$ cat src/rtl/uart_arb_pkg.sv
// Shared types, constants and helpers for the UART transmit arbiter.
// Optional feature macro: UART_ARB_ID_HEADER_EN (prefix each frame with an ID header byte).
package uart_arb_pkg;

    localparam int unsigned ARB_ID_W   = 3;
    localparam int unsigned ARB_BUS_W  = 256;
    localparam int unsigned ARB_LANE_W = 32;

    localparam logic [3:0] ARB_HDR_TAG = 4'hA;

    typedef enum logic [2:0] {
        ST_IDLE  = 3'd0,
        ST_LOAD  = 3'd1,
        ST_START = 3'd2,
        ST_WAIT  = 3'd3,
        ST_GAP   = 3'd4
    } arb_state_e;

    // Extract lane idx of width w from a flattened lane bus (w <= ARB_LANE_W)
    function automatic logic [ARB_LANE_W-1:0] lane_sel(
        input logic [ARB_BUS_W-1:0] bus,
        input int unsigned          idx,
        input int unsigned          w
    );
        logic [ARB_BUS_W-1:0]  sh;
        logic [ARB_LANE_W-1:0] mask;
        sh   = bus >> (idx * w);
        mask = (w >= ARB_LANE_W) ? '1 : ((ARB_LANE_W'(1) << w) - ARB_LANE_W'(1));
        return ARB_LANE_W'(sh) & mask;
    endfunction

endpackage

$ cat src/rtl/uart_tx_arbiter_rr_arbiter.sv
// Combinational round-robin picker: first requester above ptr_i, wrapping.
module rr_arbiter #(
    parameter int unsigned N     = 4,
    parameter int unsigned IDX_W = 2
) (
    input  logic [N-1:0]     req_i,
    input  logic [IDX_W-1:0] ptr_i,
    output logic [IDX_W-1:0] grant_o,
    output logic             any_o
);

    logic [IDX_W-1:0] cand;

    // Scan ptr_i+1 .. ptr_i+N modulo N, keep the first requester found
    always_comb begin
        grant_o = '0;
        any_o   = 1'b0;
        cand    = '0;
        for (int unsigned k = 1; k <= N; k++) begin
            cand = IDX_W'((32'(ptr_i) + k) % N);
            if (!any_o && req_i[cand]) begin
                grant_o = cand;
                any_o   = 1'b1;
            end
        end
    end

endmodule

$ cat src/rtl/uart_tx_arbiter.sv
// Frame-granular round-robin arbiter sharing one byte-level UART transmitter.
// Optional feature macro: UART_ARB_ID_HEADER_EN (header byte {A,0,id} ahead of each frame).
module uart_tx_arbiter
    import uart_arb_pkg::*;
#(
    parameter int unsigned NUM_REQ    = 4,
    parameter int unsigned DBITS      = 8,
    parameter int unsigned MAX_LEN    = 16,
    parameter int unsigned LEN_BITS   = 5,
    parameter int unsigned GAP_CYCLES = 16,
    parameter int unsigned GAP_BITS   = 5
) (
    input  logic                       clk_100MHz,
    input  logic                       reset,
    input  logic [NUM_REQ-1:0]         req_valid,
    input  logic [NUM_REQ*DBITS-1:0]   req_data,
    input  logic [NUM_REQ-1:0]         req_last,
    output logic [NUM_REQ-1:0]         req_ready,
    output logic                       tx_start,
    output logic [DBITS-1:0]           tx_data,
    input  logic                       tx_done,
    output logic                       grant_valid,
    output logic [ARB_ID_W-1:0]        grant_id,
    output logic                       overrun
);

    localparam int unsigned IDX_W = (NUM_REQ > 1) ? $clog2(NUM_REQ) : 1;

    arb_state_e           state_q, state_d;
    logic [IDX_W-1:0]     gid_q, gid_d;
    logic [IDX_W-1:0]     ptr_q, ptr_d;
    logic                 gv_q, gv_d;
    logic [LEN_BITS-1:0]  byte_cnt_q, byte_cnt_d;
    logic [GAP_BITS-1:0]  gap_cnt_q, gap_cnt_d;
    logic [DBITS-1:0]     tx_data_q, tx_data_d;
    logic                 tx_start_q, tx_start_d;
    logic [NUM_REQ-1:0]   req_ready_q, req_ready_d;
    logic                 overrun_q, overrun_d;
    logic                 last_q, last_d;
`ifdef UART_ARB_ID_HEADER_EN
    logic                 hdr_q, hdr_d;
`endif

    logic [IDX_W-1:0]     arb_gid_c;
    logic                 arb_any_c;

    rr_arbiter #(
        .N     (NUM_REQ),
        .IDX_W (IDX_W)
    ) u_rr (
        .req_i   (req_valid),
        .ptr_i   (ptr_q),
        .grant_o (arb_gid_c),
        .any_o   (arb_any_c)
    );

    // Next-state and registered-output logic for the frame FSM
    always_comb begin
        state_d     = state_q;
        gid_d       = gid_q;
        ptr_d       = ptr_q;
        gv_d        = gv_q;
        byte_cnt_d  = byte_cnt_q;
        gap_cnt_d   = gap_cnt_q;
        tx_data_d   = tx_data_q;
        last_d      = last_q;
        tx_start_d  = 1'b0;
        req_ready_d = '0;
        overrun_d   = 1'b0;
`ifdef UART_ARB_ID_HEADER_EN
        hdr_d       = hdr_q;
`endif
        case (state_q)
            ST_IDLE: begin
                if (arb_any_c) begin
                    gid_d      = arb_gid_c;
                    gv_d       = 1'b1;
                    byte_cnt_d = '0;
                    last_d     = 1'b0;
`ifdef UART_ARB_ID_HEADER_EN
                    tx_data_d  = DBITS'({ARB_HDR_TAG, 1'b0, 3'(arb_gid_c)});
                    tx_start_d = 1'b1;
                    hdr_d      = 1'b1;
                    state_d    = ST_START;
`else
                    state_d    = ST_LOAD;
`endif
                end
            end
            ST_LOAD: begin
                if (req_valid[gid_q]) begin
                    req_ready_d[gid_q] = 1'b1;
                    tx_data_d  = DBITS'(lane_sel(ARB_BUS_W'(req_data), 32'(gid_q), DBITS));
                    last_d     = req_last[gid_q];
                    byte_cnt_d = byte_cnt_q + LEN_BITS'(1);
                    tx_start_d = 1'b1;
                    state_d    = ST_START;
                end
            end
            ST_START: begin
                state_d = ST_WAIT;
            end
            ST_WAIT: begin
                if (tx_done) begin
`ifdef UART_ARB_ID_HEADER_EN
                    if (hdr_q) begin
                        hdr_d   = 1'b0;
                        state_d = ST_LOAD;
                    end else
`endif
                    if (last_q || (byte_cnt_q == LEN_BITS'(MAX_LEN))) begin
                        overrun_d = ~last_q;
                        ptr_d     = gid_q;
                        gv_d      = 1'b0;
                        gap_cnt_d = '0;
                        state_d   = ST_GAP;
                    end else begin
                        state_d = ST_LOAD;
                    end
                end
            end
            ST_GAP: begin
                if (gap_cnt_q == GAP_BITS'(GAP_CYCLES)) begin
                    state_d = ST_IDLE;
                end else begin
                    gap_cnt_d = gap_cnt_q + GAP_BITS'(1);
                end
            end
            default: begin
                state_d = ST_IDLE;
            end
        endcase
    end

    // State and output registers with synchronous reset
    always_ff @(posedge clk_100MHz) begin
        if (reset) begin
            state_q     <= ST_IDLE;
            gid_q       <= '0;
            ptr_q       <= IDX_W'(NUM_REQ - 1);
            gv_q        <= 1'b0;
            byte_cnt_q  <= '0;
            gap_cnt_q   <= '0;
            tx_data_q   <= '0;
            tx_start_q  <= 1'b0;
            req_ready_q <= '0;
            overrun_q   <= 1'b0;
            last_q      <= 1'b0;
`ifdef UART_ARB_ID_HEADER_EN
            hdr_q       <= 1'b0;
`endif
        end else begin
            state_q     <= state_d;
            gid_q       <= gid_d;
            ptr_q       <= ptr_d;
            gv_q        <= gv_d;
            byte_cnt_q  <= byte_cnt_d;
            gap_cnt_q   <= gap_cnt_d;
            tx_data_q   <= tx_data_d;
            tx_start_q  <= tx_start_d;
            req_ready_q <= req_ready_d;
            overrun_q   <= overrun_d;
            last_q      <= last_d;
`ifdef UART_ARB_ID_HEADER_EN
            hdr_q       <= hdr_d;
`endif
        end
    end

    assign req_ready   = req_ready_q;
    assign tx_start    = tx_start_q;
    assign tx_data     = tx_data_q;
    assign grant_valid = gv_q;
    assign grant_id    = ARB_ID_W'(gid_q);
    assign overrun     = overrun_q;

endmodule
$ cat config.mk
export PLATFORM = sky130hd
export DESIGN_NAME = uart_tx_arbiter
export DESIGN_NICKNAME = d
export VERILOG_FILES = /design/src/rtl/uart_arb_pkg.sv /design/src/rtl/uart_tx_arbiter_rr_arbiter.sv /design/src/rtl/uart_tx_arbiter.sv
export SDC_FILE = /design/constraint.sdc
export NUM_CORES = 1
export LEC_CHECK = 0
export BUFFER_PORTS_ARGS = -buffer_cell sky130_fd_sc_hd__buf_4
export CORE_ASPECT_RATIO = 1.4
export CORE_MARGIN = 3
export CORE_UTILIZATION = 44
export DETAILED_ROUTE_END_ITERATION = 7
export GPL_TIMING_DRIVEN = 0
export PLACE_DENSITY = 0.85
export SYNTH_ARGS = -nofsm -noshare
export SYNTH_HDL_FRONTEND = slang
export SYNTH_SLANG_ARGS = --single-unit
$ cat constraint.sdc
create_clock -name clk_100MHz -period 1.7 [get_ports clk_100MHz]
set_input_delay 0.085 -clock clk_100MHz [delete_from_list [all_inputs] [get_ports clk_100MHz]]
set_output_delay 0.085 -clock clk_100MHz [all_outputs]
set_load 0.02 [all_outputs]
### Word-level counts from Yosys, hierarchy flattened

Cells that the tools add are included.

* add/subtract/negate cells: 6
* multiply operators: 0
* div/mod/pow operators: 0
* $lt $le $gt $ge: 6
* equal/unequal tests: 12
* shifts and indexed selects: 1
* multiplexer cells: 43
* bitwise operators: 6
* reductions and logical operators: 22

Operators by type and width (count)
* right shift 32 x 5 -> 8 bit: 1
* 2-to-1 mux 5 bit: 5
* one-hot mux 5 bit (2 select lines): 2
* 2-to-1 mux 1 bit: 17
* < comparator 2 x 3 -> 1 bit, second input constant: 5
* 2-to-1 mux 3 bit: 5
* one-hot mux 3 bit (5 select lines): 1
* binary-select mux 1 bit (select 2 bit): 6
* inequality test 2 bit, second input constant: 6
* AND reduction 4 bit: 3
* adder 5 x 1 -> 5 bit, second input constant: 2
* == test 5 bit, second input constant: 2
* 2-to-1 mux 2 bit: 4
* == test 3 x 2 -> 1 bit, second input constant: 2
* inverter 1 bit: 6
* AND reduction 3 bit: 2
* nonzero test 2 bit: 3
* adder 2 x 1 -> 2 bit, second input constant: 2
* adder 2 bit, second input constant: 2
* logical AND 1 bit: 4
* one-hot mux 1 bit (2 select lines): 2
* AND reduction 2 bit: 2
* OR reduction 4 bit: 1
* == test 3 x 1 -> 1 bit, second input constant: 1
* 8 further kinds: 10

* register bits after elaboration: 33
* latch bits: 0
* RAM bits: 0
* ROM bits: 0
* input port bits: 43
* output and inout bits: 18
* word-level logic and storage cells: 107
* memories: 0

### Logic depth before layout (Yosys ltp)

* depth after elaboration: 15
* gate-level depth with buffers: 6

### Hierarchy

From an unflattened synthesis, not the netlist that was laid out.

* cell total of the unflattened synthesis: 183
* area, all modules: 1720.4 um^2

By module, submodules not included
* uart_tx_arbiter: instances 1, cells each 169, area each 1629.1 um^2, sequential area each 660.6 um^2
* rr_arbiter: instances 1, cells each 14, area each 91.3 um^2, sequential area each 0.0 um^2

### Worst setup path before layout

OpenSTA, ideal clock, no wires.

* path kind: register -> register
* start point: reg gid_q[1]
* end point: reg state_q[0]
* data arrival time: 1769 ps
* slack: -169 ps
* cell stages (with the launch flop): 6
* path buffers: 1
* period minus slack after synthesis: 1869 ps
* path through: dfxtp_1 > buf_6 > mux4_2 > nor2b_4 > o21bai_4 > a2111oi_4

* cells in the longest elaborated chain, start to end: 4

Ends and longest elaborated chain
* start, declared: line uart_tx_arbiter.sv:30 `logic [IDX_W-1:0] gid_q, gid_d;`
* start signal, assigned: line uart_tx_arbiter.sv:154 `gid_q <= gid_d;`
* binary-select mux 1 bit (select 2 bit): line uart_tx_arbiter.sv:91 `if (req_valid[gid_q]) begin`
* 2-to-1 mux 1 bit (not written as such): line uart_tx_arbiter.sv:91
* inequality test 2 bit (no line)
* AND reduction 4 bit (no line)
* end signal, assigned: line uart_tx_arbiter.sv:153 `state_q <= state_d;`
* end, declared: line uart_tx_arbiter.sv:29 `arb_state_e state_q, state_d;`

No other way between the ends. The select of a mux whose other input is x is not followed.
A chain may end at the register's enable or synchronous reset.

### Final worst setup path

Ends and elaborated chain as after synthesis.

==> flow_metrics.py <==
metrics = {
    "status": {
        "status": "completed",
    },
    "clock_network": {
        "cts_tree": "done",
        "clk_pin_slew_ns": 0.07,
        "cts.htree.levels": 2,
        "clk_path_buf_depth": 2,
        "ctsHoldBuffers": 0,
        "clk_latency_ns": 0.29,
        "cts.sinks": 33,
        "root_buffer": "clkbuf_8",
        "cts_inserted_buffers": 5,
    },
    "sta": {
        "worst_slew_pin_slew_ns": 0.597,
        "timing.fmax_ghz": 0.612,
        "clock_skew_ns": 0.00583,
        "fin_crit_ns": 1.63,
        "slew_headroom_pct": 60.2,
        "setup_viol": 0,
        "hold_slack_ns": 0.0512,
        "fin_crit_sh_pct": 96.1,
        "fin_ws_ns": 0.0660,
        "setup_tns_ns": 0,
        "rsz0062_at_grt": "yes",
        "finalMaxSlewViolations": 0,
        "hold_violations": 0,
    },
    "detailed_routing": {
        "routedWlPerCell_um": 14.6,
        "drcViolationCount": 0,
        "drtPass1Iterations": 4,
        "drt_wl_total_um": 4240,
        "ant_nets": 0,
        "num_vias": 1604,
        "vias_per_cell": 5.51,
        "drt_iter0_drc": 41,
    },
    "synthesis": {
        "ys_seq_area_share_pct": 38.8,
        "synth-seq-cells": 33,
        "yosys.area_share.simple_pct": 21.5,
        "syn_inst": 179,
        "synth_top_family_by_area": "simple AND/OR/NAND/NOR gates",
        "syn_nets": 226,
        "yosys_warnings": 0,
        "synth_compound_area_share_pct": 14.3,
        "synth_cell_type_count": 42,
        "synthAdderAreaFrac_pct": 2.94,
        "synth-xor-area-share_pct": 2.57,
        "synth_area_leaders": "dfxtp_1 39%, mux4_2 13%, nand2_1 6.2%, a21oi_1 3.2%, ha_1 2.9%",
        "synth_flop_cell": "dfxtp_1",
        "synth_top_cell_by_area": "dfxtp_1",
        "synthMuxAreaShare_pct": 14.4,
        "synth_edf_count": 0,
        "syn_avg_cell_area_um2": 9.52,
        "async_flop_share_pct": 0,
        "synth_top_area_share_pct": 38.8,
        "synth_area_mm2": 0.00170,
    },
    "global_route": {
        "grt_pass1_vias": 1556,
        "grt_first_pass_wirelength_um": 6950,
        "grt.total_usage_pct": 19.2,
        "grt_max_degree": 11,
        "grt-ovfl-total": 0,
        "grt_antenna_before_repair": 0,
    },
    "worst_setup_path": {
        "critical_path_class": "flop to flop",
        "cp-end-kind": "flop",
        "critPathArrivalTime_ns": 1.83,
        "startpoint_type": "flop",
        "crit_fanout": 4,
        "required_ns": 1.89,
    },
    "die": {
        "die-area_mm2": 0.00467,
        "die_h_um": 79.6,
        "die_w_um": 58.6,
        "placeableCoreArea_mm2": 0.00368,
        "ios": 61,
        "rows": 26,
        "start_util_pct": 46.4,
    },
    "layout": {
        "fin_nets": 295,
        "drive_gt1_share_pct": 40.2,
        "final_util_pct": 65.0,
        "area_delta_synth_final_pct": 40.2,
        "fillers": 287,
        "antennaDiodeCount": 0,
    },
    "run": {
        "cap_violations": 0,
    },
    "power_and_ir_drop": {
        "ir_drop_mv": 0.780,
        "powerDensity_mw_per_mm2": 869,
        "comb_power_share_pct": 26.8,
        "netSwitchingFraction_pct": 28.6,
        "p_total_mw": 2.08,
        "p_int_mw": 1.48,
        "p_clk_share_pct": 31.6,
        "p_sw_mw": 0.594,
        "pwr-share-seq_pct": 41.5,
        "p_leak_nw": 1.03,
    },
    "placement": {
        "gp_congestion": 0.795,
        "dp_slack_ns": -0.0731,
        "io_buffers": 59,
        "dp_hpwl_um": 3160,
    },
    "min_path": {
        "worst_hold_path_type": "input pin to flop",
    },
}
-- logic make-up (layout without fill, tap and decap cells) --
| kind of cell | after synthesis | after routing |
|---|---|---|
| and+or+nand+nor | 72 | 72 |
| other | 1 | 1 |
| AOI/OAI and AO/OA | 32 | 32 |
| buffers and inverters | 20 | 90 |
| DFF | 33 | 33 |
| muxes | 12 | 12 |
| adders and majority gates | 4 | 4 |
| xor gates and xnor gates | 5 | 5 |
-- cell usage after synthesis (3+ instances only) --
library cell,number
dfxtp_1,33
nand2_1,28
nor2_1,12
a21oi_1,11
inv_1,10
mux4_2,10
nand3_1,9
clkbuf_1,5
xor2_1,5
ha_1,4
nor3b_1,4
buf_2,3
nor3_1,3
o21ai_0,3
o41ai_1,3
-- critical path: stages (launching register included) --
cell	delay [ns]
dfxtp_4	0.35
mux4_2	0.55
nor2b_4	0.17
o21bai_4	0.20
a2111oi_4	0.27
-- final timing paths --
| path | startpoint | endpoint | slack (ns) | cells past startpoint |
|---|---|---|---|---|
| setup / recovery | gid_q[1] | state_q[0] | 0.07 | 4 |
| hold / removal | reset | ptr_q[0] | 0.05 | 3 |
| setup reg to reg | gid_q[1] | state_q[0] | 0.07 | 4 |
| hold reg to reg | tx_data[7] | tx_data[7] | 0.46 | 2 |
-- repair_timing --
item                                    CTS  global route
buffers inserted                          2             3
endpoints found under the setup margin   21            26
gates resized for setup                   4            12
-- through the flow --
step	cells	area (µm²)
finish	291	2390
global route	291	2390
CTS	289	2320
detailed placement	280	2210
global placement	280	2210
floorplan	179	1710
-- state kept, by name (all words and copies together) (netlist names) --
| name | flops |
|---|---|
| ptr_q | 2 |
| byte_cnt_q | 5 |
| tx_data | 8 |
| req_ready | 4 |
| grant_valid | 1 |
| gap_cnt_q | 5 |
| tx_start | 1 |
| last_q | 1 |
| overrun | 1 |
| state_q | 3 |
| gid_q | 2 |
-- layer usage --
layer / vias up / global-route usage, % / routed length (µm)
met2: 39 / 33.3 / 2300
met5: - / 0 / 0
met4: 0 / 7.94 / 107
met3: 7 / 4.53 / 171
li1: 788 / - / -
met1: 770 / 22.2 / 1660
-- placed cells by master (no fill, tap or decap), drive strengths merged, types with 4 or more instances in the layout --
cell / n
a21oi: 11
buf: 68
ha: 4
xor2: 5
nor2: 12
dfxtp: 33
nand3: 9
nand2: 28
nor3b: 5
mux4: 10
clkbuf: 11
inv: 10
o21ai: 4
-- area by class of cell --
class	instances	area, µm²	area share, %
multi-input combinational	126	997	41.7
buffer	8	53.8	2.25
timing repair buffer	64	480	20.1
inverter	10	37.5	1.57
sequential	33	666	27.9
tap	42	52.6	2.20
clock buffer	7	96.3	4.03
clock inverter	1	5.00	0.210
-- power groups by stage --
stage | clock (mW) | combinational [mW] | sequential [mW]
6_report | 0.657 | 0.557 | 0.862
5_1_grt | 0.708 | 0.606 | 0.869
4_1_cts | 0.665 | 0.529 | 0.857
3_5_place_dp | 0 | 0.520 | 0.872
3_3_place_gp | 0 | 0.509 | 0.871
2_1_floorplan | 0 | 0.286 | 0.911
Note: power is estimated with default switching activity, not from simulation.
